### src/rtl/instr_fetch_unit.sv
// Instruction fetch stage: owns the PC and sequences FETCH -> WAIT -> ISSUE -> EXEC,
// presenting a NOP word to the control unit except during the single ISSUE cycle.
module instr_fetch_unit #(
   parameter int                     PC_WIDTH    = 8,
   parameter int                     INSTR_WIDTH = 10,
   parameter int                     ROM_LATENCY = 1,        // legal range 1..4
   parameter logic [INSTR_WIDTH-1:0] NOP_WORD    = 10'h3C0
) (
   input  logic                   clk,
   input  logic                   reset,
   input  logic                   run,
   input  logic                   load_PC,
   input  logic [PC_WIDTH-1:0]    pc_value,
   output logic [PC_WIDTH-1:0]    imem_addr,
   output logic                   imem_en,
   input  logic [INSTR_WIDTH-1:0] imem_rdata,
   output logic [INSTR_WIDTH-1:0] instruction,
   output logic                   instr_valid,
   output logic [PC_WIDTH-1:0]    pc,
   output logic                   halted,
   output logic [15:0]            instr_count
);

   typedef enum logic [2:0] {
      S_IDLE,
      S_FETCH,
      S_WAIT,
      S_ISSUE,
      S_EXEC
   } state_t;

   state_t                 state, state_next;
   logic [2:0]             wait_cnt;
   logic [INSTR_WIDTH-1:0] ir;
   logic                   wait_done;

   assign wait_done = (wait_cnt == 3'd1);

   // NOTE: sequential state is updated with non-blocking assignments so every
   // register samples pre-edge values, independent of block ordering.
   always_ff @(posedge clk or posedge reset) begin
      if (reset) state <= S_IDLE;
      else       state <= state_next;
   end

   // NOTE: every output of this block gets a default first, so no path through
   // the case statement can leave a signal unassigned and infer a latch.
   always_comb begin
      state_next = state;
      unique case (state)
         S_IDLE:  if (run) state_next = S_FETCH;
         S_FETCH: state_next = S_WAIT;
         S_WAIT:  if (wait_done) state_next = S_ISSUE;
         S_ISSUE: state_next = S_EXEC;
         S_EXEC:  state_next = run ? S_FETCH : S_IDLE;
         default: state_next = S_IDLE;
      endcase
   end

   always_ff @(posedge clk or posedge reset) begin
      if (reset) begin
         wait_cnt    <= '0;
         ir          <= NOP_WORD;
         pc          <= '0;
         instr_count <= '0;
      end else begin
         unique case (state)
            S_FETCH: wait_cnt <= 3'(ROM_LATENCY);
            S_WAIT: begin
               wait_cnt <= wait_cnt - 3'd1;
               if (wait_done) ir <= imem_rdata;
            end
            S_EXEC: begin
               // load_PC only matters here; the PC wraps naturally at 2^PC_WIDTH.
               pc <= load_PC ? pc_value : pc + PC_WIDTH'(1);
               if (instr_count != 16'hFFFF) instr_count <= instr_count + 16'd1;
            end
            default: ;
         endcase
      end
   end

   // All outputs decode registered state, so an asynchronous reset shows up at once.
   assign imem_addr   = pc;
   assign imem_en     = (state == S_FETCH);
   assign instr_valid = (state == S_ISSUE);
   assign instruction = (state == S_ISSUE) ? ir : NOP_WORD;
   assign halted      = (state == S_IDLE);

endmodule
### config.mk
export PLATFORM = sky130hd
export DESIGN_NAME = instr_fetch_unit
export DESIGN_NICKNAME = d
export VERILOG_FILES = /design/src/rtl/instr_fetch_unit.sv
export SDC_FILE = /design/constraint.sdc
export NUM_CORES = 1
export LEC_CHECK = 0
export CAP_MARGIN = 20
export CORE_MARGIN = 5
export CORE_UTILIZATION = 46
export DETAILED_ROUTE_END_ITERATION = 10
export GPL_TIMING_DRIVEN = 0
export MAX_ROUTING_LAYER = met4
export PLACE_DENSITY = 0.78
export SYNTH_ARGS = -nofsm -noshare
export SYNTH_HDL_FRONTEND = slang
export SYNTH_SLANG_ARGS = --single-unit
export TNS_END_PERCENT = 50
### constraint.sdc
create_clock -name clk -period 2.3 [get_ports clk]
set_input_delay 0.23 -clock clk [delete_from_list [all_inputs] [get_ports clk]]
set_output_delay 0.23 -clock clk [all_outputs]
set_load 0.005 [all_outputs]
==> impl_metrics.env <==
export IMPL_synth_area_leader_cell="sky130_fd_sc_hd__dfrtp_1"
export IMPL_min_delay_start="load_PC"
export IMPL_report_final_setup_viol=0
export IMPL_via_per_inst=5.41
export IMPL_cap_violations=0
export IMPL_postSynthRegisterBits=40
export IMPL_synthCells=210
export IMPL_max_clock_path_buffers=2
export IMPL_finalWeightedCongestion=0.800
export IMPL_globalRouteOverflowTotal=0
export IMPL_first_pass_grt_wire_length_um=8450
export IMPL_numCtsBuffers=5
export IMPL_slew_viol_final=0
export IMPL_first_global_vias=1830
export IMPL_nets=308
export IMPL_initial_utilization_pct=48.0
export IMPL_pnr_total_power_mw=3.12
export IMPL_setup_worst_path_end_class="flip-flop"
export IMPL_static_leakage_power_nw=1.28
export IMPL_status="complete, no violations"
export IMPL_worst_hold_path_num_cells=3
export IMPL_io_buffers=65
export IMPL_drive_gt1_share_pct=15.5
export IMPL_area_occupied_by_multi_input_gates_um2=981
export IMPL_fillers=382
export IMPL_die_outline_area_um2=6070
export IMPL_critical_path_max_stage_delay_ps=560
export IMPL_grt_start_max_net_pins=41
export IMPL_regArea_um2=1010
export IMPL_antenna_violating_nets_post_route=0
export IMPL_critPathBufInv=2
export IMPL_fmax_mhz=464
export IMPL_period_minus_slack_ps=2160
export IMPL_clock_root_buffer="sky130_fd_sc_hd__clkbuf_8"
export IMPL_cts_repair_timing_setup_buffer_count=0
export IMPL_drt_total_wl_um=4930
export IMPL_fp_dieH_um=77.9
export IMPL_grt_antenna_before_repair=0
export IMPL_vdd_drop_max_mv=0.569
export IMPL_power_per_cell_area_nw_per_um2=1060
export IMPL_syn_cell_area_um2=2120
export IMPL_fraction_of_registers_with_async_set_or_reset_after_synthesis_pct=100
export IMPL_min_to="imem_addr[0]"
export IMPL_die_width_um=77.9
export IMPL_hold_viol_final=0
export IMPL_post_synth_edffs=0
export IMPL_tightestPinTransition_ps=852
export IMPL_timing_critical_path_cells="buf_6 > or3b_1 > buf_2 > or4_4 > nor2_1 > mux2_1"
export IMPL_clkSinkCount=40
export IMPL_synthesis_yosys_warnings=0
export IMPL_critical_path_top_delay_family="simple AND/OR/NAND/NOR gates"
export IMPL_antennaDiodeCount=0
export IMPL_worst_endpoint_arrival_ps=2340
export IMPL_core_area_um2=4410
export IMPL_cp_start_kind="flip-flop"
export IMPL_worst_clock_skew_ps=8.52
export IMPL_post_synth_top_area_fraction_pct=42.5
export IMPL_timing_reg2reg_worst_path_depth=6
export IMPL_min_period_over_period_pct=93.7
export IMPL_avg_inst_size_synth_um2=10.1
export IMPL_pin_count=67
export IMPL_cts_tree="yes"
export IMPL_launch_instance_of_the_worst_register_to_register_path="state[1]"
export IMPL_initialDrtViolationCount=74
export IMPL_setup_repair_after_global_routing_missed_its_margin="false"
export IMPL_grt_util_all_layers_pct=17.6
export IMPL_core_rowCount=24
export IMPL_worstPathMaxFanout=10
export IMPL_crit_type="reg -> reg"
export IMPL_syn_num_nets=236
export IMPL_hp_class="in -> reg"
export IMPL_dr_total_vias=1814
export IMPL_synth_seq_area_share_pct=47.5
export IMPL_worstPathRequired_ps=2480
export IMPL_ctsHtreeMaxLevel=2
export IMPL_maxSlewHeadroom_pct=42.7
export IMPL_critPathSlowestCell="sky130_fd_sc_hd__or4_4"
export IMPL_timing_setup_tns_ps=0
export IMPL_crit_cells=6
export IMPL_detail_route_wl_per_cell_um=14.7
export IMPL_insertion_delay_ps=300
export IMPL_detailedPlacementHpwl_um=3560
export IMPL_clk_transition_reported_paths_ps=80
export IMPL_drt_drc_violations_left=0
export IMPL_r2r_end="instr_count[12]"
export IMPL_synth_top_flop_cell="sky130_fd_sc_hd__dfrtp_1"
export IMPL_synthDistinctLibCells=42
export IMPL_drt_first_pass_iters=4
export IMPL_syn_to_final_growth_pct=39.2
export IMPL_reg2reg_slack_ps=140
export IMPL_post_synth_main_area_contributors="sky130_fd_sc_hd__dfrtp_1 43%, sky130_fd_sc_hd__mux2_2 5.8%, sky130_fd_sc_hd__dfstp_2 5.0%"
-- cell families (layout without fill, tap and decap cells) --
logic type,Yosys count,after routing,share of synthesized area (%)
AO/OA/AOI/OAI,35,35,10.3
buffers and inverters,24,97,6.26
adder cells (fa/ha/maj),4,4,2.36
XOR/XNOR,12,12,4.96
flip-flops,40,40,47.5
multiplexers,14,14,7.32
AND/OR/NAND/NOR,81,81,21.3
-- cell type report --
cell class,count,area share (%)
sequential,40,34.1
multi-input combinational,146,33.2
timing repair buffer,65,22.1
buffer,17,3.73
clock buffer,5,2.33
tap,52,2.21
clock inverter,3,1.44
inverter,7,0.891
-- flip-flops by register name (all words and copies together) (netlist names) --
signal,count
state,3
imem_addr,8
instr_count,16
ir,10
wait_cnt,3
-- timing repair --
action	in CTS	in global routing
endpoints found under the setup margin	2	7
endpoints found under the hold margin	0	0
resized for setup	1	4
hold buffers	0	0
pin swaps	0	0
-- cells in the final DEF, fill, tap and decap left out, types with 2 or more instances in the layout --
cell                              count
sky130_fd_sc_hd__clkbuf_8             5
sky130_fd_sc_hd__nand3_1              6
sky130_fd_sc_hd__buf_4                9
sky130_fd_sc_hd__xnor2_1              4
sky130_fd_sc_hd__clkbuf_2             3
sky130_fd_sc_hd__a22oi_1              6
sky130_fd_sc_hd__and3_1              12
sky130_fd_sc_hd__nand4_1              8
sky130_fd_sc_hd__clkdlybuf4s50_1     65
sky130_fd_sc_hd__nand2b_1             4
sky130_fd_sc_hd__clkbuf_1             3
sky130_fd_sc_hd__inv_1                6
sky130_fd_sc_hd__o21ai_0             12
sky130_fd_sc_hd__xor2_1               8
sky130_fd_sc_hd__nor3_2               2
sky130_fd_sc_hd__and2_1               2
sky130_fd_sc_hd__mux2i_1              2
sky130_fd_sc_hd__dfrtp_1             36
sky130_fd_sc_hd__a21oi_1             10
sky130_fd_sc_hd__nand2_1             11
sky130_fd_sc_hd__nor3_1               6
sky130_fd_sc_hd__mux2_2              11
sky130_fd_sc_hd__dfstp_2              4
sky130_fd_sc_hd__nor4_1               3
sky130_fd_sc_hd__nor3b_1              2
sky130_fd_sc_hd__nor2_1              17
sky130_fd_sc_hd__ha_1                 4
-- where the power goes --
group | switching, mW | internal (mW) | total, mW
logic | 0.522 | 0.830 | 1.35
registers | 0.215 | 0.959 | 1.17
clock network | 0.268 | 0.321 | 0.589
-- metal layers --
metal,track usage [%],share of wire [%]
met2,26.3,47
met1,21.5,43
met3,6.25,8.2
met4,7.56,1.6
met5,-,0
-- synthesized netlist by cell type (2+ instances only) --
master	number
sky130_fd_sc_hd__dfrtp_1	36
sky130_fd_sc_hd__mux2i_1	2
sky130_fd_sc_hd__a22oi_1	6
sky130_fd_sc_hd__nor3_2	2
sky130_fd_sc_hd__and3_1	12
sky130_fd_sc_hd__nor3b_1	2
sky130_fd_sc_hd__and2_1	2
sky130_fd_sc_hd__xor2_1	8
sky130_fd_sc_hd__mux2_2	11
sky130_fd_sc_hd__a21oi_1	10
sky130_fd_sc_hd__buf_4	9
sky130_fd_sc_hd__xnor2_1	4
sky130_fd_sc_hd__nand3_1	6
sky130_fd_sc_hd__dfstp_2	4
sky130_fd_sc_hd__nor3_1	6
sky130_fd_sc_hd__ha_1	4
sky130_fd_sc_hd__clkbuf_1	6
sky130_fd_sc_hd__nand2b_1	4
sky130_fd_sc_hd__o21ai_0	12
sky130_fd_sc_hd__nand2_1	11
sky130_fd_sc_hd__nor2_1	17
sky130_fd_sc_hd__nand4_1	8
sky130_fd_sc_hd__nor4_1	3
sky130_fd_sc_hd__inv_1	7
-- worst max path at each step --
stage / end / from / slack (ps)
2_1_floorplan: instr_count[12] / state[1] / 250
3_3_place_gp: instr_count[12] / state[1] / 180
3_5_place_dp: instr_count[12] / state[1] / 160
4_1_cts: instruction[2] / state[1] / 70
5_1_grt: instruction[2] / state[1] / 30
6_report: instr_count[12] / state[1] / 140
-- worst min-delay path, stage by stage --
cell and delay (ps):
sky130_fd_sc_hd__clkbuf_1 210, sky130_fd_sc_hd__nand3_1 120, sky130_fd_sc_hd__nand2_1 50
-- metrics by stage --
stage / worst slack [ps] / hold WS (ps) / area (um2) / instances / utilization, %
floorplan: 250 / 375 / 2120 / 210 / -
global placement: 176 / 480 / 2840 / 327 / 64.2
detailed placement: 161 / 488 / 2840 / 327 / 64.2
CTS: 71.4 / 353 / 2950 / 335 / 66.8
global route: 27.1 / 382 / 2950 / 335 / 66.8
finish: 144 / 346 / 2950 / 335 / 66.8
(Power assumes the default switching activity.)
